--- config.mk ---
export PLATFORM = sky130hd
export DESIGN_NAME = cart_mem_server
export DESIGN_NICKNAME = d
export VERILOG_FILES = /design/src/rtl/cart_mem_server.sv
export SDC_FILE = /design/constraint.sdc
export NUM_CORES = 1
export LEC_CHECK = 0
export ABC_AREA = 1
export ABC_CLOCK_PERIOD_IN_PS = 9100
export CORE_AREA = 2 2 138 113
export CTS_CLUSTER_DIAMETER = 120
export DETAILED_ROUTE_END_ITERATION = 8
export DIE_AREA = 0 0 140 115
export GPL_TIMING_DRIVEN = 0
export HOLD_SLACK_MARGIN = 0.08
export PLACE_DENSITY = 0.65
export SYNTH_ARGS = -nofsm -noshare
export SYNTH_HDL_FRONTEND = slang
export SYNTH_SLANG_ARGS = --single-unit
--- constraint.sdc ---
create_clock -name clk -period 9.1 [get_ports clk]
set_input_delay 0.91 -clock clk [delete_from_list [all_inputs] [get_ports clk]]
set_output_delay 0.91 -clock clk [all_outputs]
set_load 0.05 [all_outputs]
--- src/rtl/cart_mem_server.sv ---
// Purpose: arbitrates cartridge ROM fetches and cartridge RAM reads/writes onto one SDRAM req/ack port.
// Latency: sd_req rises the cycle after a request is selected; data is registered the cycle after sd_ack.
// Backpressure: one access at a time; requests wait in IDLE, and a single write edge is latched while busy.
module cart_mem_server #(
    parameter logic [19:0] ROM_BASE = 20'h00000,
    parameter logic [19:0] RAM_BASE = 20'h80000
) (
    input  logic        clk,
    input  logic        reset,
    input  logic [18:0] rom_a,
    input  logic        rom_read,
    output logic [7:0]  rom_do,
    input  logic [17:0] cartram_addr,
    input  logic        cartram_wr,
    input  logic        cartram_rd,
    input  logic [7:0]  cartram_wrdata,
    output logic [7:0]  cartram_data,
    output logic [19:0] sd_addr,
    output logic        sd_req,
    output logic        sd_we,
    output logic [7:0]  sd_wdata,
    input  logic        sd_ack,
    input  logic [7:0]  sd_rdata,
    output logic        busy
);

    typedef enum logic [1:0] {IDLE, ROM_RD, RAM_RD, RAM_WR} state_t;

    state_t      state_q, state_d;
    logic        sd_req_q, sd_req_d;
    logic        sd_we_q, sd_we_d;
    logic [19:0] sd_addr_q, sd_addr_d;
    logic [7:0]  sd_wdata_q, sd_wdata_d;
    logic [7:0]  rom_do_q, rom_do_d;
    logic [7:0]  ram_do_q, ram_do_d;
    logic        rom_valid_q, rom_valid_d;
    logic        ram_valid_q, ram_valid_d;
    logic [18:0] last_rom_a_q, last_rom_a_d;
    logic [17:0] last_ram_a_q, last_ram_a_d;
    logic        wr_pending_q, wr_pending_d;
    logic [17:0] wr_addr_q, wr_addr_d;
    logic [7:0]  wr_data_q, wr_data_d;
    logic [18:0] cap_a_q, cap_a_d;
    logic        prev_wr_q;
    logic [17:0] prev_ram_a_q;

    logic        wr_event;
    logic        ram_rd_need;
    logic        rom_need;
    logic [17:0] wr_sel_a;
    logic [7:0]  wr_sel_d;

    // A write is a rising edge of cartram_wr, or an address change while it stays high.
    assign wr_event    = cartram_wr & (~prev_wr_q | (cartram_addr != prev_ram_a_q));
    assign ram_rd_need = cartram_rd & (~ram_valid_q | (cartram_addr != last_ram_a_q));
    assign rom_need    = rom_read & (~rom_valid_q | (rom_a != last_rom_a_q));
    // A fresh edge in IDLE is serviced directly; otherwise the latched write is used.
    assign wr_sel_a    = wr_event ? cartram_addr : wr_addr_q;
    assign wr_sel_d    = wr_event ? cartram_wrdata : wr_data_q;

    assign rom_do       = rom_do_q;
    assign cartram_data = ram_do_q;
    assign sd_addr      = sd_addr_q;
    assign sd_req       = sd_req_q;
    assign sd_we        = sd_we_q;
    assign sd_wdata     = sd_wdata_q;
    assign busy         = (state_q != IDLE);

    // Next-state, request launch and completion bookkeeping.
    always_comb begin
        state_d      = state_q;
        sd_req_d     = sd_req_q;
        sd_we_d      = sd_we_q;
        sd_addr_d    = sd_addr_q;
        sd_wdata_d   = sd_wdata_q;
        rom_do_d     = rom_do_q;
        ram_do_d     = ram_do_q;
        rom_valid_d  = rom_valid_q;
        ram_valid_d  = ram_valid_q;
        last_rom_a_d = last_rom_a_q;
        last_ram_a_d = last_ram_a_q;
        wr_pending_d = wr_pending_q;
        wr_addr_d    = wr_addr_q;
        wr_data_d    = wr_data_q;
        cap_a_d      = cap_a_q;

        // Write edges during an access are latched; a newer one replaces an older one.
        if (wr_event) begin
            wr_pending_d = 1'b1;
            wr_addr_d    = cartram_addr;
            wr_data_d    = cartram_wrdata;
        end

        case (state_q)
            IDLE: begin
                if (wr_event || wr_pending_q) begin
                    state_d      = RAM_WR;
                    sd_req_d     = 1'b1;
                    sd_we_d      = 1'b1;
                    sd_addr_d    = RAM_BASE + {2'b00, wr_sel_a};
                    sd_wdata_d   = wr_sel_d;
                    cap_a_d      = {1'b0, wr_sel_a};
                    wr_pending_d = 1'b0;
                end else if (ram_rd_need) begin
                    state_d   = RAM_RD;
                    sd_req_d  = 1'b1;
                    sd_we_d   = 1'b0;
                    sd_addr_d = RAM_BASE + {2'b00, cartram_addr};
                    cap_a_d   = {1'b0, cartram_addr};
                end else if (rom_need) begin
                    state_d   = ROM_RD;
                    sd_req_d  = 1'b1;
                    sd_we_d   = 1'b0;
                    sd_addr_d = ROM_BASE + {1'b0, rom_a};
                    cap_a_d   = rom_a;
                end
            end
            ROM_RD: begin
                if (sd_ack) begin
                    state_d      = IDLE;
                    sd_req_d     = 1'b0;
                    rom_do_d     = sd_rdata;
                    last_rom_a_d = cap_a_q;
                    rom_valid_d  = 1'b1;
                end
            end
            RAM_RD: begin
                if (sd_ack) begin
                    state_d      = IDLE;
                    sd_req_d     = 1'b0;
                    ram_do_d     = sd_rdata;
                    last_ram_a_d = cap_a_q[17:0];
                    ram_valid_d  = 1'b1;
                end
            end
            RAM_WR: begin
                // Write-through: the written byte becomes the cached RAM data.
                if (sd_ack) begin
                    state_d      = IDLE;
                    sd_req_d     = 1'b0;
                    ram_do_d     = sd_wdata_q;
                    last_ram_a_d = cap_a_q[17:0];
                    ram_valid_d  = 1'b1;
                end
            end
            default: state_d = IDLE;
        endcase
    end

    // State and datapath registers; reset forces outputs immediately.
    always_ff @(posedge clk or posedge reset) begin
        if (reset) begin
            state_q      <= IDLE;
            sd_req_q     <= 1'b0;
            sd_we_q      <= 1'b0;
            sd_addr_q    <= 20'h0;
            sd_wdata_q   <= 8'h0;
            rom_do_q     <= 8'hFF;
            ram_do_q     <= 8'hFF;
            rom_valid_q  <= 1'b0;
            ram_valid_q  <= 1'b0;
            last_rom_a_q <= 19'h0;
            last_ram_a_q <= 18'h0;
            wr_pending_q <= 1'b0;
            wr_addr_q    <= 18'h0;
            wr_data_q    <= 8'h0;
            cap_a_q      <= 19'h0;
            prev_wr_q    <= 1'b0;
            prev_ram_a_q <= 18'h0;
        end else begin
            state_q      <= state_d;
            sd_req_q     <= sd_req_d;
            sd_we_q      <= sd_we_d;
            sd_addr_q    <= sd_addr_d;
            sd_wdata_q   <= sd_wdata_d;
            rom_do_q     <= rom_do_d;
            ram_do_q     <= ram_do_d;
            rom_valid_q  <= rom_valid_d;
            ram_valid_q  <= ram_valid_d;
            last_rom_a_q <= last_rom_a_d;
            last_ram_a_q <= last_ram_a_d;
            wr_pending_q <= wr_pending_d;
            wr_addr_q    <= wr_addr_d;
            wr_data_q    <= wr_data_d;
            cap_a_q      <= cap_a_d;
            prev_wr_q    <= cartram_wr;
            prev_ram_a_q <= cartram_addr;
        end
    end

endmodule
==> summary.txt, run 1 <==
P per Cell Area: 348 mW/mm²
Met2 wire length: 7.91 mm
Critical path type: flop to output pin
Worst Setup End Kind: output pin
Average size of a mapped cell: 7.65 µm²
Cell class contributing the biggest share of worst-path delay: buffers and inverters
Initial DRC count: 561
Routed length on met3: 1.18 mm
Worst rel slew slack: 0.506
Async SR Flop Fraction: 1.00
Root Buffer: clkbuf_16
Worst slew pin tran: 0.741 ns
Clk network pwr share: 0.231
Fmax: 322 MHz
Filler Cell Count: 1389
Synth cell count leaders: nand2_1 (351), dfrtp_1 (117), inv_1 (87)
CTS buffer count: 17
#FFs+latches synth: 133
Final setup vio count: 0
Sw Pwr: 1260 µW
Routed vias: 5844
Hold crit path type: flop to flop
Via/cell ratio: 4.98
Post-Route Setup TNS: 0 ns
RSZ-0062 raised after global routing: false
Clock tree sinks: 133
Dpl hpwl: 13.5 mm
Outcome: complete, but fails checks
Switching share of power: 0.434
Die width: 140 µm
Ys flop type: dfrtp_1
CP max stage delay: 0.73 ns
Most frequent cell after synthesis: nand2_1
Met1 Wirelength: 9.59 mm
Worst Clk Skew: 0.0127 ns
Cell chain of the critical path: nor2_1 -> inv_1 -> clkdlybuf4s50_1
Synth-to-Final Area Change: 29.0%
GR Overflow Total: 0
Clk slew on worst S/H paths: 0.06 ns
Global placement routability congestion: 0.870
DRC Markers: 2
Dominant cell type by area after synthesis: dfrtp_1
Mapped Nets: 907
Crit path time final: 3.10 ns
Antenna diodes: 0
Number of global-route vias before repair: 5592
Initial core utilization: 0.439
Core area: 0.0148 mm²
Combinational power share: 0.438
Post-synth EDFFs: 0
CTS tree: done
Final Hold Fails: 0
CP bufs+invs: 2
Die Y: 115 µm
Largest net degree at the start of global routing: 88
Drt wl/cell: 16.2 µm
Worst path slowest cell: clkdlybuf4s50_1
Boundary Pins: 106
Max Cap Viol: 0
P_leak: 0.00428 µW
Antenna-violating nets left: 0
Number of I/O port buffers: 104
Main area contributors after synthesis: dfrtp_1 (45%), nand2_1 (20%), dfstp_2 (6.5%), inv_1 (5.0%), nand3_1 (4.9%)
Top Metal Used: met4
CP startpoint kind: flop
Period utilisation layout: 0.341
Cts hold-fix bufs: 0
Num rows: 40
Cells after Synth: 848
Final WL: 19.0 mm
Yosys warning total: 0
Sequential share of power: 0.331
Library cells used by synthesis: 29
Clk_lat worst skew: 0.43 ns
Data arrival time of the worst path: 2.19 ns
Failing checks: design-rule violations
Required @ worst endpoint: 8.19 ns
Post-CTS resize count: 0
P_int: 1650 µW
Die ar.: 0.0161 mm²
Top cell type's share of synthesized area: 0.451
CTS max path bufs: 2
Post-CTS Setup Bufs: 0
Final Power: 2920 µW
First-pass GRT wire length: 30.1 mm
Share of cells above drive strength 1: 0.0934
H-tree Lvls: 4
DR pass1 iterations: 7
Critical path peak fanout: 7
Slew Viols, Final: 0
Final nets: 1031
Peak VDD IR: 0.233 mV
Initial antenna violation count: 0
GRT Overall Usage: 0.248
Cell Area, Synth: 0.00649 mm²
Sequential fraction of the synthesis area: 0.516
flip-flops by register name, indices dropped and copies added, names as in the netlist:
register,cells
cartram_data,8
last_ram_a_q,18
last_rom_a_q,19
prev_ram_a_q,18
prev_wr_q,1
ram_valid_q,1
rom_do,8
rom_valid_q,1
sd_addr,20
sd_req,1
sd_wdata,8
sd_we,1
state_q,2
wr_addr_q,18
wr_data_q,8
wr_pending_q,1
stage by stage:
stage | utilization | area (µm²) | hold slack [ns] | std cells | worst slack [ns]
CTS | 0.567 | 8370 | 0.474 | 1174 | 5.98
global placement | 0.526 | 7770 | 0.452 | 1141 | 2.63
detailed placement | 0.528 | 7800 | 0.459 | 1142 | 5.76
global route | 0.567 | 8370 | 0.500 | 1174 | 5.88
finish | 0.567 | 8370 | 0.473 | 1174 | 6.00
floorplan | - | 6490 | 0.422 | 848 | 4.66
path summary, 6_finish.rpt:
check | startpoint | endpoint | slack [ns] | depth (start not counted)
setup reg to reg | last_ram_a_q[11]$_DFFE_PP0P_ | sd_addr[18]$_DFFE_PP0P_ | 6.91 | 14
hold / removal | sd_addr[19]$_DFFE_PP0P_ | sd_addr[19]$_DFFE_PP0P_ | 0.47 | 2
setup / recovery | state_q[1]$_DFFE_PP0P_ | busy | 6.00 | 3
min in group asynchronous | reset | last_rom_a_q[18]$_DFFE_PP0P_ | 0.88 | 2
max in group asynchronous | reset | prev_ram_a_q[5]$_DFF_PP0_ | 7.45 | 3
hold reg to reg | sd_addr[19]$_DFFE_PP0P_ | sd_addr[19]$_DFFE_PP0P_ | 0.47 | 2
area by class of cell:
cell class	instances	area (µm²)	area share
clock buffers	18	439	0.0525
multi-input cells	587	2620	0.313
inverters	99	377	0.0450
plain buffers	29	150	0.0179
flip-flops and latches	133	3350	0.400
clock inverters	14	135	0.0161
repair buffers	105	1070	0.128
well taps	189	236	0.0282
cells in the final DEF (no fill, tap or decap):
master / instances
mux2_2: 9
nand3_1: 64
nand4_1: 3
nand3_2: 1
nand3b_1: 3
dfstp_2: 16
xor2_1: 7
buf_16: 1
nand2_1: 351
or2_1: 1
nand2_4: 3
o21ai_1: 4
inv_6: 2
clkinvlp_4: 5
o21ai_0: 47
nor3_1: 1
a21oi_1: 15
dfrtp_1: 117
clkinv_1: 1
clkdlybuf4s50_1: 104
inv_1: 86
and2_1: 18
inv_2: 12
buf_4: 3
clkbuf_16: 17
buf_2: 6
nand2_2: 2
o21ai_2: 1
nor2_2: 2
xnor2_1: 5
clkbuf_8: 1
clkbuf_1: 12
nand3_4: 1
nor2_1: 49
buf_1: 5
clkinv_2: 5
bufinv_16: 2
buf_6: 3
cell families (layout without fill, tap and decap cells):
logic type      after synthesis  in the layout  synth area share
xor+xnor                     12             12            0.0162
mux                           9              9            0.0156
buf+inv                     128            265            0.0804
flops                       133            133             0.516
compound gates               67             67            0.0523
simple gates                499            499             0.320
power by group through the flow:
| stage | combinational, µW | clock (µW) | sequential (µW) |
|---|---|---|---|
| detailed placement | 1280 | 0 | 970 |
| global placement | 1270 | 0 | 968 |
| finish | 1280 | 673 | 966 |
| global route | 1390 | 709 | 993 |
| floorplan | 504 | 0 | 1300 |
| CTS | 1290 | 683 | 965 |
per-layer routing:
| layer | vias to the layer above | GRT usage |
|---|---|---|
| met5 | - | 0 |
| met4 | 0 | 0.0781 |
| met3 | 27 | 0.0487 |
| met2 | 197 | 0.370 |
| met1 | 2765 | 0.367 |
| li1 | 2855 | - |
worst register-to-register path: cells and delay by family, from the launching register on:
kind / cells / cell delay (ns)
buffers and inverters: 2 / 0.24
flip-flops: 1 / 0.40
AND/OR/NAND/NOR: 12 / 1.45
(Power assumes the default switching activity.)
==> run 2: changes to the inputs <==
--- a/config.mk
+++ b/config.mk
@@ -6,7 +6,7 @@
 export NUM_CORES = 1
 export LEC_CHECK = 0
 export ABC_AREA = 1
-export ABC_CLOCK_PERIOD_IN_PS = 9100
+export ABC_CLOCK_PERIOD_IN_PS = 3030
 export CORE_AREA = 2 2 138 113
 export CTS_CLUSTER_DIAMETER = 120
 export DETAILED_ROUTE_END_ITERATION = 8
==> constraint.sdc (replaced) <==
create_clock -name clk -period 3.03 [get_ports clk]
set_input_delay 0.303 -clock clk [delete_from_list [all_inputs] [get_ports clk]]
set_output_delay 0.303 -clock clk [all_outputs]
set_load 0.05 [all_outputs]
==> run 2 against run 1 <==
- register-to-register slack lost 6.1 ns
- global-route usage about the same
- the flow still finishes with violations (design-rule violations)
- first-iteration DRC count is 14% lower
- worst hold slack got worse by 0.30 ns
==> summary.txt, run 2 (same netlist as run 1, synthesis figures left out) <==
CTS max path bufs: 2
Global placement routability congestion: 0.875
GR Overflow Total: 0
CTS tree: done
Sw Pwr: 3750 µW
Leading cell type in the layout, fill and taps excluded: nand2_1
DR pass1 iterations: 8
Die Y: 115 µm
Die ar.: 0.0161 mm²
Core area: 0.0148 mm²
Final Hold Fails: 0
H-tree Lvls: 4
Worst slew pin tran: 0.670 ns
Fmax: 404 MHz
FF-to-FF setup slack: 0.82 ns
Root Buffer: clkbuf_16
Post-CTS Setup Bufs: 0
Die width: 140 µm
Initial core utilization: 0.439
Final WL: 19.2 mm
Placed insts: 1145
Routed vias: 5696
Drt wl/cell: 16.3 µm
P_int: 5050 µW
Synth-to-Final Area Change: 30.3%
Met1 Wirelength: 9.82 mm
Via/cell ratio: 4.84
Clk network pwr share: 0.232
Period utilisation layout: 0.816
CP startpoint kind: flop
Antenna-violating nets left: 0
R2r worst-path depth: 10
Crit path time final: 2.47 ns
Data arrival time of the worst path: 2.17 ns
Slew Viols, Final: 0
Failing checks: design-rule violations
Dpl hpwl: 13.7 mm
Switching share of power: 0.426
Met2 wire length: 7.82 mm
Largest net degree at the start of global routing: 36
Worst r2r src: prev_ram_a_q[1]$_DFF_PP0_
Initial antenna violation count: 0
Outcome: complete, but fails checks
GRT Overall Usage: 0.248
Number of global-route vias before repair: 5547
Initial DRC count: 481
Crit Reg-Reg Endpoint: sd_addr[11]$_DFFE_PP0P_
DRC Markers: 4
Cts hold-fix bufs: 0
Largest register FFs: 20
Critical path peak fanout: 7
Worst Setup End Kind: output pin
Combinational power share: 0.438
Num rows: 40
Max Cap Viol: 0
Area after DPL: 0.00786 mm²
Boundary Pins: 106
Post-CTS resize count: 0
Routed length on met3: 1.19 mm
Critical path type: flop to output pin
Required @ worst endpoint: 2.73 ns
Number of I/O port buffers: 104
Clock tree sinks: 133
Fin area: 0.00845 mm²
Final setup vio count: 0
Peak VDD IR: 0.613 mV
Antenna diodes: 0
CTS buffer count: 17
Clk_lat worst skew: 0.42 ns
Clk slew on worst S/H paths: 0.06 ns
Hold crit path type: input pin to async pin
Worst rel slew slack: 0.553
P_leak: 0.00433 µW
RSZ-0062 raised after global routing: false
Fin cells: 1177
Sequential share of power: 0.330
Worst Clk Skew: 0.00917 ns
Most frequent cells in the layout: nand2_1 (351), dfrtp_1 (117), clkdlybuf4s50_1 (104)
Share of cells above drive strength 1: 0.0921
Top Metal Used: met4
P per Cell Area: 1040 mW/mm²
Final Power: 8800 µW
Final nets: 1034
First-pass GRT wire length: 30.3 mm
run 2: changes by cell type in the layout (fill, tap and decap cells not counted), sizes merged:
cell and change:
buf +3, bufinv -2, clkbuf +13, clkinv -6, clkinvlp -4, inv -1
run 2: final cells by class:
| class | instances | area (µm²) |
|---|---|---|
| Sequential cell | 133 | 3350 |
| Timing Repair Buffer | 108 | 1130 |
| Buffer | 29 | 150 |
| Fill cell | 1368 | 6310 |
| Clock buffer | 31 | 591 |
| Tap cell | 189 | 236 |
| Multi-Input combinational cell | 587 | 2620 |
| Clock inverter | 1 | 6.26 |
| Inverter | 99 | 375 |
run 2: power groups by stage:
stage	sequential [µW]	clock [µW]	combinational [µW]
6_report	2900	2040	3860
3_5_place_dp	2910	0	3850
4_1_cts	2900	2070	3870
3_3_place_gp	2900	0	3790
2_1_floorplan	3920	0	1510
5_1_grt	2980	2160	4190
run 2: worst max-delay path: stages, from the launching register on:
cell and delay (ns):
dfrtp_1 0.42, nor2_1 0.44, inv_1 0.16, clkdlybuf4s50_1 0.73
run 2: per-stage QoR:
stage / worst slack, ns / hold slack (ns) / setup TNS [ns] / util
2_1_floorplan: 1.09 / 0.334 / 0 / -
6_report: 0.556 / 0.176 / 0 / 0.573
5_1_grt: 0.437 / 0.193 / 0 / 0.573
3_3_place_gp: -0.178 / 0.435 / -19.52 / 0.526
4_1_cts: 0.558 / 0.175 / 0 / 0.573
3_5_place_dp: 0.284 / 0.440 / 0 / 0.532
run 2: how the worst max path moves through the flow:
stage	to	cells after the start	from
6_report	busy	3	state_q[1]$_DFFE_PP0P_
5_1_grt	busy	3	state_q[1]$_DFFE_PP0P_
4_1_cts	busy	3	state_q[1]$_DFFE_PP0P_
3_5_place_dp	sd_addr[18]$_DFFE_PP0P_	15	cartram_addr[2]
3_3_place_gp	sd_addr[3]$_DFFE_PP0P_	2	reset
2_1_floorplan	last_ram_a_q[0]$_DFFE_PP0P_	1	reset
run 2: per-layer routing:
metal | track usage | vias up
met4 | 0.0754 | 0
met1 | 0.374 | 2647
met5 | 0 | -
met3 | 0.0637 | 25
li1 | - | 2856
met2 | 0.351 | 168
==> run 3: changes to the inputs <==
--- a/config.mk
+++ b/config.mk
@@ -6,7 +6,7 @@
 export NUM_CORES = 1
 export LEC_CHECK = 0
 export ABC_AREA = 1
-export ABC_CLOCK_PERIOD_IN_PS = 3030
+export ABC_CLOCK_PERIOD_IN_PS = 2600
 export CORE_AREA = 2 2 138 113
 export CTS_CLUSTER_DIAMETER = 120
 export DETAILED_ROUTE_END_ITERATION = 8
==> constraint.sdc (replaced) <==
create_clock -name clk -period 2.6 [get_ports clk]
set_input_delay 0.26 -clock clk [delete_from_list [all_inputs] [get_ports clk]]
set_output_delay 0.26 -clock clk [all_outputs]
set_load 0.05 [all_outputs]
==> results of run 3 <==
The final DEF is identical to that of run 2. Status: complete, but fails checks: design-rule violations.
Main changes from that run: setup slack after placement 0.284 ns -> -0.103 ns; setup slack after layout 0.556 ns -> 0.169 ns; hold slack 0.176 ns -> 0.133 ns; register-to-register setup slack 0.82 ns -> 0.39 ns; total power 8800 µW -> 10300 µW; worst IR drop on VDD 0.613 mV -> 0.714 mV
